==> config.mk <==
export PLATFORM = sky130hd
export DESIGN_NAME = sipo_deser_flat
export DESIGN_NICKNAME = d
export VERILOG_FILES = /design/src/rtl/sipo_pkg.sv /design/src/rtl/sipo_deser_if.sv /design/src/rtl/sipo_out_reg.sv /design/src/rtl/sipo_deser.sv /design/src/flat_wrapper.sv
export SDC_FILE = /design/constraint.sdc
export NUM_CORES = 1
export LEC_CHECK = 0
export ABC_AREA = 0
export CAP_MARGIN = 0
export CORE_MARGIN = 2
export CORE_UTILIZATION = 41
export DETAILED_ROUTE_END_ITERATION = 12
export GPL_TIMING_DRIVEN = 0
export HOLD_SLACK_MARGIN = 0.15
export PLACE_DENSITY = 0.65
export SLEW_MARGIN = 20
export SYNTH_ARGS = -nofsm -noshare
export SYNTH_HDL_FRONTEND = slang
export SYNTH_SLANG_ARGS = --single-unit
==> constraint.sdc <==
create_clock -name i_clk -period 2.4 [get_ports i_clk]
set_clock_uncertainty 0.1 [all_clocks]
set_input_delay 0.24 -clock i_clk [delete_from_list [all_inputs] [get_ports i_clk]]
set_output_delay 0.24 -clock i_clk [all_outputs]
set_load 0.01 [all_outputs]
==> src/rtl/sipo_pkg.sv <==
// Shared types and constants for the serial-in parallel-out deserializer.
// Also used by the transmitter-side bench for its default word width.
package sipo_pkg;

  typedef enum logic {ST_DATA, ST_PAR} sipo_state_e;

  localparam int SIPO_WIDTH_DEF = 4;

endpackage

==> src/rtl/sipo_deser_if.sv <==
// Serial input and parallel valid/ready output bundle of the deserializer.
// par_err exists only when SIPO_PARITY_EN is defined.
interface sipo_deser_if
  import sipo_pkg::*;
#(
  parameter int WIDTH = SIPO_WIDTH_DEF
);
  logic             sin;
  logic             sin_valid;
  logic [WIDTH-1:0] dout;
  logic             dout_valid;
  logic             dout_ready;
  logic             overrun;
`ifdef SIPO_PARITY_EN
  logic             par_err;

  modport master (
    input  sin, sin_valid, dout_ready,
    output dout, dout_valid, overrun, par_err
  );

  modport slave (
    output sin, sin_valid, dout_ready,
    input  dout, dout_valid, overrun, par_err
  );
`else
  modport master (
    input  sin, sin_valid, dout_ready,
    output dout, dout_valid, overrun
  );

  modport slave (
    output sin, sin_valid, dout_ready,
    input  dout, dout_valid, overrun
  );
`endif
endinterface

==> src/rtl/sipo_out_reg.sv <==
// Output holding register: loads completed words, valid/ready handoff and overrun pulse.
// The par_err flag is present only when SIPO_PARITY_EN is defined.
module sipo_out_reg
  import sipo_pkg::*;
#(
  parameter int WIDTH = SIPO_WIDTH_DEF
) (
  input  logic             i_clk,
  input  logic             i_reset,
  input  logic             i_load,
  input  logic [WIDTH-1:0] i_word,
`ifdef SIPO_PARITY_EN
  input  logic             i_par_err,
  output logic             o_par_err,
`endif
  input  logic             i_ready,
  output logic [WIDTH-1:0] o_dout,
  output logic             o_valid,
  output logic             o_overrun
);

  logic [WIDTH-1:0] r_dout;
  logic             r_valid;
  logic             r_overrun;
  logic             w_full;

  // A word can be accepted if the slot is empty or is being consumed this edge.
  assign w_full = r_valid && !i_ready;

  always_ff @(posedge i_clk) begin
    if (i_reset) begin
      r_dout    <= '0;
      r_valid   <= 1'b0;
      r_overrun <= 1'b0;
    end else begin
      r_overrun <= 1'b0;
      if (i_load && !w_full) begin
        r_dout  <= i_word;
        r_valid <= 1'b1;
      end else if (i_load) begin
        r_overrun <= 1'b1;
      end else if (r_valid && i_ready) begin
        r_valid <= 1'b0;
      end
    end
  end

`ifdef SIPO_PARITY_EN
  logic r_par_err;

  always_ff @(posedge i_clk) begin
    if (i_reset) begin
      r_par_err <= 1'b0;
    end else if (i_load && !w_full) begin
      r_par_err <= i_par_err;
    end
  end

  assign o_par_err = r_par_err;
`endif

  assign o_dout    = r_dout;
  assign o_valid   = r_valid;
  assign o_overrun = r_overrun;

endmodule

==> src/rtl/sipo_deser.sv <==
// Serial-in parallel-out deserializer, MSB first, with a valid/ready output register.
// Define SIPO_PARITY_EN to add an even-parity bit per frame and the par_err flag.
//
// state   | meaning
// ST_DATA | shifting in data bits; frame ends here when parity is disabled
// ST_PAR  | waiting for the parity bit of a fully shifted word
module sipo_deser
  import sipo_pkg::*;
#(
  parameter int WIDTH = SIPO_WIDTH_DEF
) (
  input  logic         i_clk,
  input  logic         i_reset,
  sipo_deser_if.master bus
);

  localparam int CW = $clog2(WIDTH + 1);

  sipo_state_e      r_state;
  sipo_state_e      w_state_nxt;
  logic [WIDTH-1:0] r_shreg;
  logic [WIDTH-1:0] w_shreg_nxt;
  logic [CW-1:0]    r_bitcnt;
  logic [CW-1:0]    w_bitcnt_nxt;
  logic             w_complete;
  logic [WIDTH-1:0] w_word;
`ifdef SIPO_PARITY_EN
  logic             w_par_err;
`endif

  always_ff @(posedge i_clk) begin
    if (i_reset) begin
      r_state  <= ST_DATA;
      r_shreg  <= '0;
      r_bitcnt <= '0;
    end else begin
      r_state  <= w_state_nxt;
      r_shreg  <= w_shreg_nxt;
      r_bitcnt <= w_bitcnt_nxt;
    end
  end

  always_comb begin
    w_state_nxt  = r_state;
    w_shreg_nxt  = r_shreg;
    w_bitcnt_nxt = r_bitcnt;
    w_complete   = 1'b0;
    w_word       = r_shreg;
`ifdef SIPO_PARITY_EN
    w_par_err    = 1'b0;
`endif
    case (r_state)
      ST_DATA: begin
        if (bus.sin_valid) begin
          w_shreg_nxt = {r_shreg[WIDTH-2:0], bus.sin};
          if (r_bitcnt == CW'(WIDTH - 1)) begin
            w_bitcnt_nxt = '0;
`ifdef SIPO_PARITY_EN
            w_state_nxt  = ST_PAR;
`else
            w_complete   = 1'b1;
            w_word       = w_shreg_nxt;
`endif
          end else begin
            w_bitcnt_nxt = r_bitcnt + CW'(1);
          end
        end
      end
      ST_PAR: begin
        // The full data word is already parked in the shift register.
        if (bus.sin_valid) begin
          w_complete  = 1'b1;
          w_word      = r_shreg;
          w_state_nxt = ST_DATA;
`ifdef SIPO_PARITY_EN
          w_par_err   = (^r_shreg) ^ bus.sin;
`endif
        end
      end
      default: w_state_nxt = ST_DATA;
    endcase
  end

  sipo_out_reg #(.WIDTH(WIDTH)) u_out_reg (
    .i_clk     (i_clk),
    .i_reset   (i_reset),
    .i_load    (w_complete),
    .i_word    (w_word),
`ifdef SIPO_PARITY_EN
    .i_par_err (w_par_err),
    .o_par_err (bus.par_err),
`endif
    .i_ready   (bus.dout_ready),
    .o_dout    (bus.dout),
    .o_valid   (bus.dout_valid),
    .o_overrun (bus.overrun)
  );

endmodule

==> src/flat_wrapper.sv <==
// flat-port wrapper written by rule: the top's interface ports become plain ports
module sipo_deser_flat import sipo_pkg::*;
#(
  parameter int WIDTH = SIPO_WIDTH_DEF
)
  (i_clk, i_reset, bus_sin, bus_sin_valid, bus_dout_ready, bus_dout, bus_dout_valid, bus_overrun);
  sipo_deser_if #(.WIDTH(WIDTH)) bus_i ();
  input  logic i_clk;
  input  logic i_reset;
  input wire logic [$bits(bus_i.sin)-1:0] bus_sin;
  input wire logic [$bits(bus_i.sin_valid)-1:0] bus_sin_valid;
  input wire logic [$bits(bus_i.dout_ready)-1:0] bus_dout_ready;
  output wire logic [$bits(bus_i.dout)-1:0] bus_dout;
  output wire logic [$bits(bus_i.dout_valid)-1:0] bus_dout_valid;
  output wire logic [$bits(bus_i.overrun)-1:0] bus_overrun;
  assign bus_i.sin = bus_sin;
  assign bus_i.sin_valid = bus_sin_valid;
  assign bus_i.dout_ready = bus_dout_ready;
  assign bus_dout = bus_i.dout;
  assign bus_dout_valid = bus_i.dout_valid;
  assign bus_overrun = bus_i.overrun;
  sipo_deser #(.WIDTH(WIDTH)) u_core (.i_clk(i_clk), .i_reset(i_reset), .bus(bus_i));
endmodule
==> key figures, run 1 <==
Synth
  • Dominant cells by area after synthesis: dfxtp_1 (48%), nor2b_4 (7.1%), mux2i_1 (6.8%)
  • Mapped Nets: 65
  • Area leader, netlist: dfxtp_1
  • Synthesis-stage register bit count: 14
  • Yosys top cell area share: between 40% and 50%
  • Cells after Synth: 59
  • Synth Cell Area: between 500 and 600 um^2
  • Post-synthesis sequential area ratio: 47.9%
  • Post-synthesis cell type count: 17
  • Yosys warns: 0
  • Post-Syn Area per Cell: 9.92 um^2

Detailed routing
  • Drt total wl: ~960 um
  • Drt drc: 0
  • Drt wl/cell: between 10 and 15 um
  • DRT Pass-1 Iters: 2
  • Final ANT Viol Nets: 0
  • Via Count: about 450
  • First-iteration detailed-routing DRC count: 5
  • Vias per inst: around 5.1

Worst setup path
  • Cells along the critical path: clkdlybuf4s50_1
  • Worst EP arrival: 1.14 ns
  • Worst setup path class: flop to output pin
  • Cell family with most CP delay: buffers and inverters
  • CP max FO: 2
  • Setup crit end: bus_dout[0]
  • R2R Path End: u_core.u_out_reg.o_dout[1]
  • Crit path required time: 2.06 ns
  • Critical Path Source Type: flop
  • Setup crit start: u_core.u_out_reg.o_dout[0]
  • CP bufs+invs: 1
  • CP peak stage delay: between 0.5 and 0.6 ns
  • Worst r2r src: u_core.r_bitcnt[0]
  • Worst Reg-to-Reg Cells: 5
  • Critical path's slowest cell: clkdlybuf4s50_1
  • FF-to-FF setup slack: around 0.99 ns
  • Worst setup EP type: output pin
  • WP depth: 1

Clock tree
  • Clock latency on the worst-skew pair: roughly 0.27 ns
  • H-tree lvl count: 1
  • CTS Root Buffer Type: clkbuf_4
  • Clock transition at path regs: about 0.080 ns
  • TritonCTS Buffers: 3
  • CTS tree: done
  • Post-CTS Setup Bufs: 0
  • Clock tree sinks: 14
  • CTS max path bufs: 2
  • PostCTS Resize Cnt: 0
  • CTS Hold Buffers Added: 0

Final layout
  • # fillers: about 130
  • Area of the multi-input gates: just under 300 um^2
  • NumNets Final: 80
  • Fin util: between 50% and 60%
  • Ant diodes: 0
  • Register area: about 280 um^2
  • Layout cells sized above 1: ~13%
  • Synthesis-to-layout area growth: 24.1%

Global routing
  • GRT Util Overall: a little over an eighth
  • Initial antenna violation count: 0
  • Largest net degree at the start of global routing: 11
  • First-pass GRT wire length: 1.74 mm
  • Number of global-route vias before repair: 404
  • Total grt overflow: 0

Timing
  • Max Clk Rate: 0.675 GHz
  • Final setup fails: 0
  • Max_slew headroom: 70.7%
  • Slew @ Worst Pin: between 0.4 and 0.5 ns
  • Max-slew violation count: 0
  • RSZ-0062 raised after global routing: false
  • Tmin final: approximately 1.5 ns
  • Setup tns final: 0 ns
  • Fin crit share: between 60% and 70%
  • Endpoints failing hold: 0

Die
  • Die Area: 1750 um^2
  • Initial core utilization: around 44%
  • Die W: between 40 and 50 um
  • IO Count: 11
  • Die height: 41.8 um
  • Area of the core: about 1300 um^2
  • # rows: 13

Outcome
  • Status: finished clean

Power
  • Leak pwr: between 0.2 and 0.3 nW
  • Peak VDD IR: 0.287 mV
  • PD cells: approximately 560 nW/um^2

Hold path
  • Hold Crit Class: flop to flop

Flow run
  • MaxCap Viol Count: 0

Place
  • Placed wire-length estimate: just under 700 um
  • Port buffer count: 10
  • Gpl congestion: approximately 0.69
-- sequential cells by signal, summed over array words and instances, names as in the netlist --
register                    cells
u_core.r_bitcnt                 3
u_core.u_out_reg.o_valid        1
u_core.u_out_reg.o_dout         4
u_core.r_shreg                  4
u_core.r_state                  1
u_core.u_out_reg.o_overrun      1
-- Yosys cell counts --
library cell   n
mux2i_1        4
a211oi_1       4
nor3b_1        1
a22o_1         1
nand2_1        8
clkbuf_1       1
o21ai_0        1
nor2b_4        3
a21oi_1        7
ha_1           1
nand2b_1       3
buf_6          1
nand2_4        1
dfxtp_1       14
nor3_1         2
nor2_1         6
o211a_4        1
-- metal layers --
metal  track usage, %  up-vias  wire length, um
met5                0        -                0
met4             11.6        0               34
met2             20.3        8              455
met1             15.5      201              431
met3             3.04        4               36
li1                 -      232                -
-- cells by family (layout without fill, tap and decap cells) --
kind of cell | count (synthesis) | in the layout | synth area share [%]
and+or+nand+nor | 24 | 24 | 24.1
AOI/OAI and AO/OA | 14 | 14 | 16.5
DFF | 14 | 14 | 47.9
muxes | 4 | 4 | 6.84
buffers and inverters | 2 | 15 | 2.56
adders and majority gates | 1 | 1 | 2.14
-- layout make-up --
type	instances	share of cell area, %
buffer	2	2.07
clock buffer	3	3.10
multi-input combinational	43	39.9
sequential	14	38.6
tap	15	2.58
timing repair buffer	10	13.8
-- through the flow --
step / power [mW] / hold slack [ns] / instances / worst slack (ns) / cell area, um^2
2_1_floorplan: 0.270 / 0.204 / 59 / 1.11 / 586
3_3_place_gp: 0.284 / 0.349 / 84 / 0.695 / 704
3_5_place_dp: 0.285 / 0.358 / 84 / 0.700 / 704
4_1_cts: 0.413 / 0.369 / 87 / 0.911 / 727
5_1_grt: 0.429 / 0.412 / 87 / 0.861 / 727
6_report: 0.408 / 0.365 / 87 / 0.918 / 727
-- where the power goes --
part           switching (mW)  leakage (nW)  internal [mW]
sequential            0.00359         0.113          0.237
clock                  0.0709        0.0138         0.0581
combinational          0.0170         0.159         0.0209
-- worst min path at each step --
stage                      start                 end  slack (ns)  cells after the start
2_1_floorplan            i_reset  u_core.r_bitcnt[1]        0.20                      1
3_3_place_gp   u_core.r_shreg[3]   u_core.r_shreg[3]        0.35                      2
4_1_cts        u_core.r_shreg[3]   u_core.r_shreg[3]        0.37                      2
3_5_place_dp   u_core.r_shreg[3]   u_core.r_shreg[3]        0.36                      2
6_report       u_core.r_shreg[3]   u_core.r_shreg[3]        0.36                      2
5_1_grt        u_core.r_shreg[3]   u_core.r_shreg[3]        0.41                      2
-- cell usage in the layout, fill, tap and decap left out --
| cell type | n |
|---|---|
| a22o_1 | 1 |
| nor2_1 | 6 |
| mux2i_1 | 4 |
| o21ai_0 | 1 |
| nand2_1 | 8 |
| nor2b_4 | 3 |
| clkbuf_4 | 3 |
| a21oi_1 | 7 |
| nand2b_1 | 3 |
| clkdlybuf4s50_1 | 10 |
| nor3b_1 | 1 |
| dfxtp_1 | 14 |
| ha_1 | 1 |
| nor3_1 | 2 |
| buf_6 | 1 |
| nand2_4 | 1 |
| o211a_4 | 1 |
| clkbuf_1 | 1 |
| a211oi_1 | 4 |
Power figures use the tool's default switching activity.
==> inputs of run 2 (changes only) <==
Clock period 2.4 ns to 1.41 ns, I/O delays scaled along.
==> key figures, run 2 (same netlist as run 1, synthesis figures left out) <==
Global routing
  • First-pass GRT wire length: 1.75 mm (+0.81%)
  • GRT Util Overall: 13.4% (+0.090 points)
  • Largest net degree at the start of global routing: 11 (unchanged)
  • Total grt overflow: 0 (unchanged)
  • Initial antenna violation count: 0 (unchanged)
  • Number of global-route vias before repair: 403 (-0.25%)

Detailed routing
  • Drt drc: 0 (unchanged)
  • Via Count: 455 (+2.2%)
  • Drt total wl: 1.04 mm (+8.6%)
  • DRT Pass-1 Iters: 4 (+2)
  • Vias per inst: 5.11 (about the same)
  • Final ANT Viol Nets: 0 (unchanged)
  • Drt wl/cell: 11.7 um (+6.1%)
  • First-iteration detailed-routing DRC count: 4 (-1)

Die
  • Die W: 41.8 um (unchanged)
  • Die height: 41.8 um (unchanged)
  • Initial core utilization: 44.4% (unchanged)
  • # rows: 13 (unchanged)
  • Area of the core: 1320 um^2 (unchanged)
  • IO Count: 11 (unchanged)
  • Die Area: 1750 um^2 (unchanged)

Final layout
  • Area of the multi-input gates: 303 um^2 (+4.3%)
  • Synthesis-to-layout area growth: 31.0%
  • NumNets Final: 82 (+2.5%)
  • Layout cells sized above 1: 18.9% (+6.4 points)
  • Register area: 283 um^2 (+0.89%)
  • Leading cell type in the layout, fill and taps excluded: dfxtp_1
  • # fillers: 121 (-4.0%)
  • Commonest cells after routing, fill and taps aside: dfxtp_1 (12), nand2_1 (8), a21oi_1 (7)
  • Ant diodes: 0 (unchanged)
  • Layout Cells excl Fill: 89 (+2.3%)

Clock tree
  • CTS Hold Buffers Added: 0 (unchanged)
  • CTS max path bufs: 2 (unchanged)
  • Clock transition at path regs: 0.08 ns (about the same)
  • Clock tree sinks: 14 (unchanged)
  • CTS Root Buffer Type: clkbuf_4
  • H-tree lvl count: 1 (unchanged)
  • TritonCTS Buffers: 3 (unchanged)
  • Clock latency on the worst-skew pair: 0.28 ns (about the same)
  • CTS tree: done

Timing
  • Final setup fails: 0 (unchanged)
  • Max Clk Rate: approximately 0.73 GHz
  • Max_slew headroom: 70.6% (about the same)
  • Slew @ Worst Pin: 0.441 ns (+0.000479 ns)
  • RSZ-0062 raised after global routing: true
  • Tmin final: ~1.4 ns
  • Max-slew violation count: 0 (unchanged)
  • Setup tns final: 0 ns (unchanged)
  • Fin crit share: 97.3%
  • Endpoints failing hold: 0 (unchanged)

Worst setup path
  • Worst EP arrival: 1.13 ns (about the same)
  • CP peak stage delay: 0.53 ns (about the same)
  • Critical Path Source Type: flop
  • CP bufs+invs: 1 (unchanged)
  • Cells along the critical path: clkdlybuf4s50_1
  • Critical path's slowest cell: clkdlybuf4s50_1
  • Worst setup EP type: output pin
  • Crit path required time: 1.17 ns (-0.89 ns)
  • Worst setup path class: flop to output pin
  • Cell family with most CP delay: buffers and inverters
  • CP max FO: 2 (unchanged)

Place
  • Placed Cells: 84 (unchanged)
  • Placed wire-length estimate: 689 um (unchanged)
  • Gpl congestion: 0.689 (unchanged)
  • Port buffer count: 10 (unchanged)

Hold path
  • Hold Crit Class: input port to flop

Power
  • Leak pwr: 0.373 nW (+30%)
  • Peak VDD IR: 0.492 mV (+71%)
  • PD cells: 920 nW/um^2 (+64%)

Flow run
  • MaxCap Viol Count: 0 (unchanged)

Outcome
  • Status: finished clean
## run 2: changes by cell type in the layout (fill, tap and decap cells not counted)
cell / previous run / this run
dlymetal6s2s_1: 0 / 4
buf_4: 0 / 2
dfxtp_2: 0 / 2
clkdlybuf4s50_1: 10 / 6
dfxtp_1: 14 / 12
ha_1: 1 / 0
ha_4: 0 / 1
## run 2: area by class of cell
class,count,area share [%]
Clock buffer,3,2.94
Multi-Input combinational cell,43,39.5
Sequential cell,14,36.9
Timing Repair Buffer,12,16.3
Buffer,2,1.96
Tap cell,15,2.45
## run 2: path summary, 6_finish.rpt
kind | from | endpoint | slack, ns | cells after the start
max | u_core.u_out_reg.o_dout[2] | bus_dout[2] | 0.04 | 1
min | bus_sin | u_core.r_shreg[0] | 0.34 | 3
min reg2reg | u_core.r_shreg[3] | u_core.r_shreg[3] | 0.37 | 2
max reg2reg | u_core.r_bitcnt[1] | u_core.u_out_reg.o_dout[2] | 0.07 | 5
## run 2: stage by stage
step	util [%]	hold slack (ns)	area [um^2]	power [mW]	setup WS, ns
floorplan	-	0.105	586	0.459	0.118
global placement	53.5	0.349	704	0.484	-0.196
detailed placement	53.5	0.358	704	0.485	-0.191
CTS	56.7	0.350	747	0.708	0.00861
global route	58.2	0.377	767	0.738	-0.00402
finish	58.2	0.345	767	0.705	0.0384
## run 2: power by group
group | switching [mW] | leakage [nW] | internal (mW)
sequential | 0.00761 | 0.114 | 0.405
combinational | 0.0310 | 0.245 | 0.0398
clock | 0.123 | 0.0138 | 0.0990
## run 2: metal layers
| layer | GRT usage (%) | wire length, um |
|---|---|---|
| met2 | 20.3 | 470 |
| met4 | 11.6 | 38 |
| met3 | 3.04 | 45 |
| met1 | 15.8 | 484 |
| met5 | 0 | 0 |
## run 2: repair_timing
item	CTS	global route
resized for setup	3	5
setup endpoints to repair	4	8
pin swaps	1	4
buffers inserted	2	0
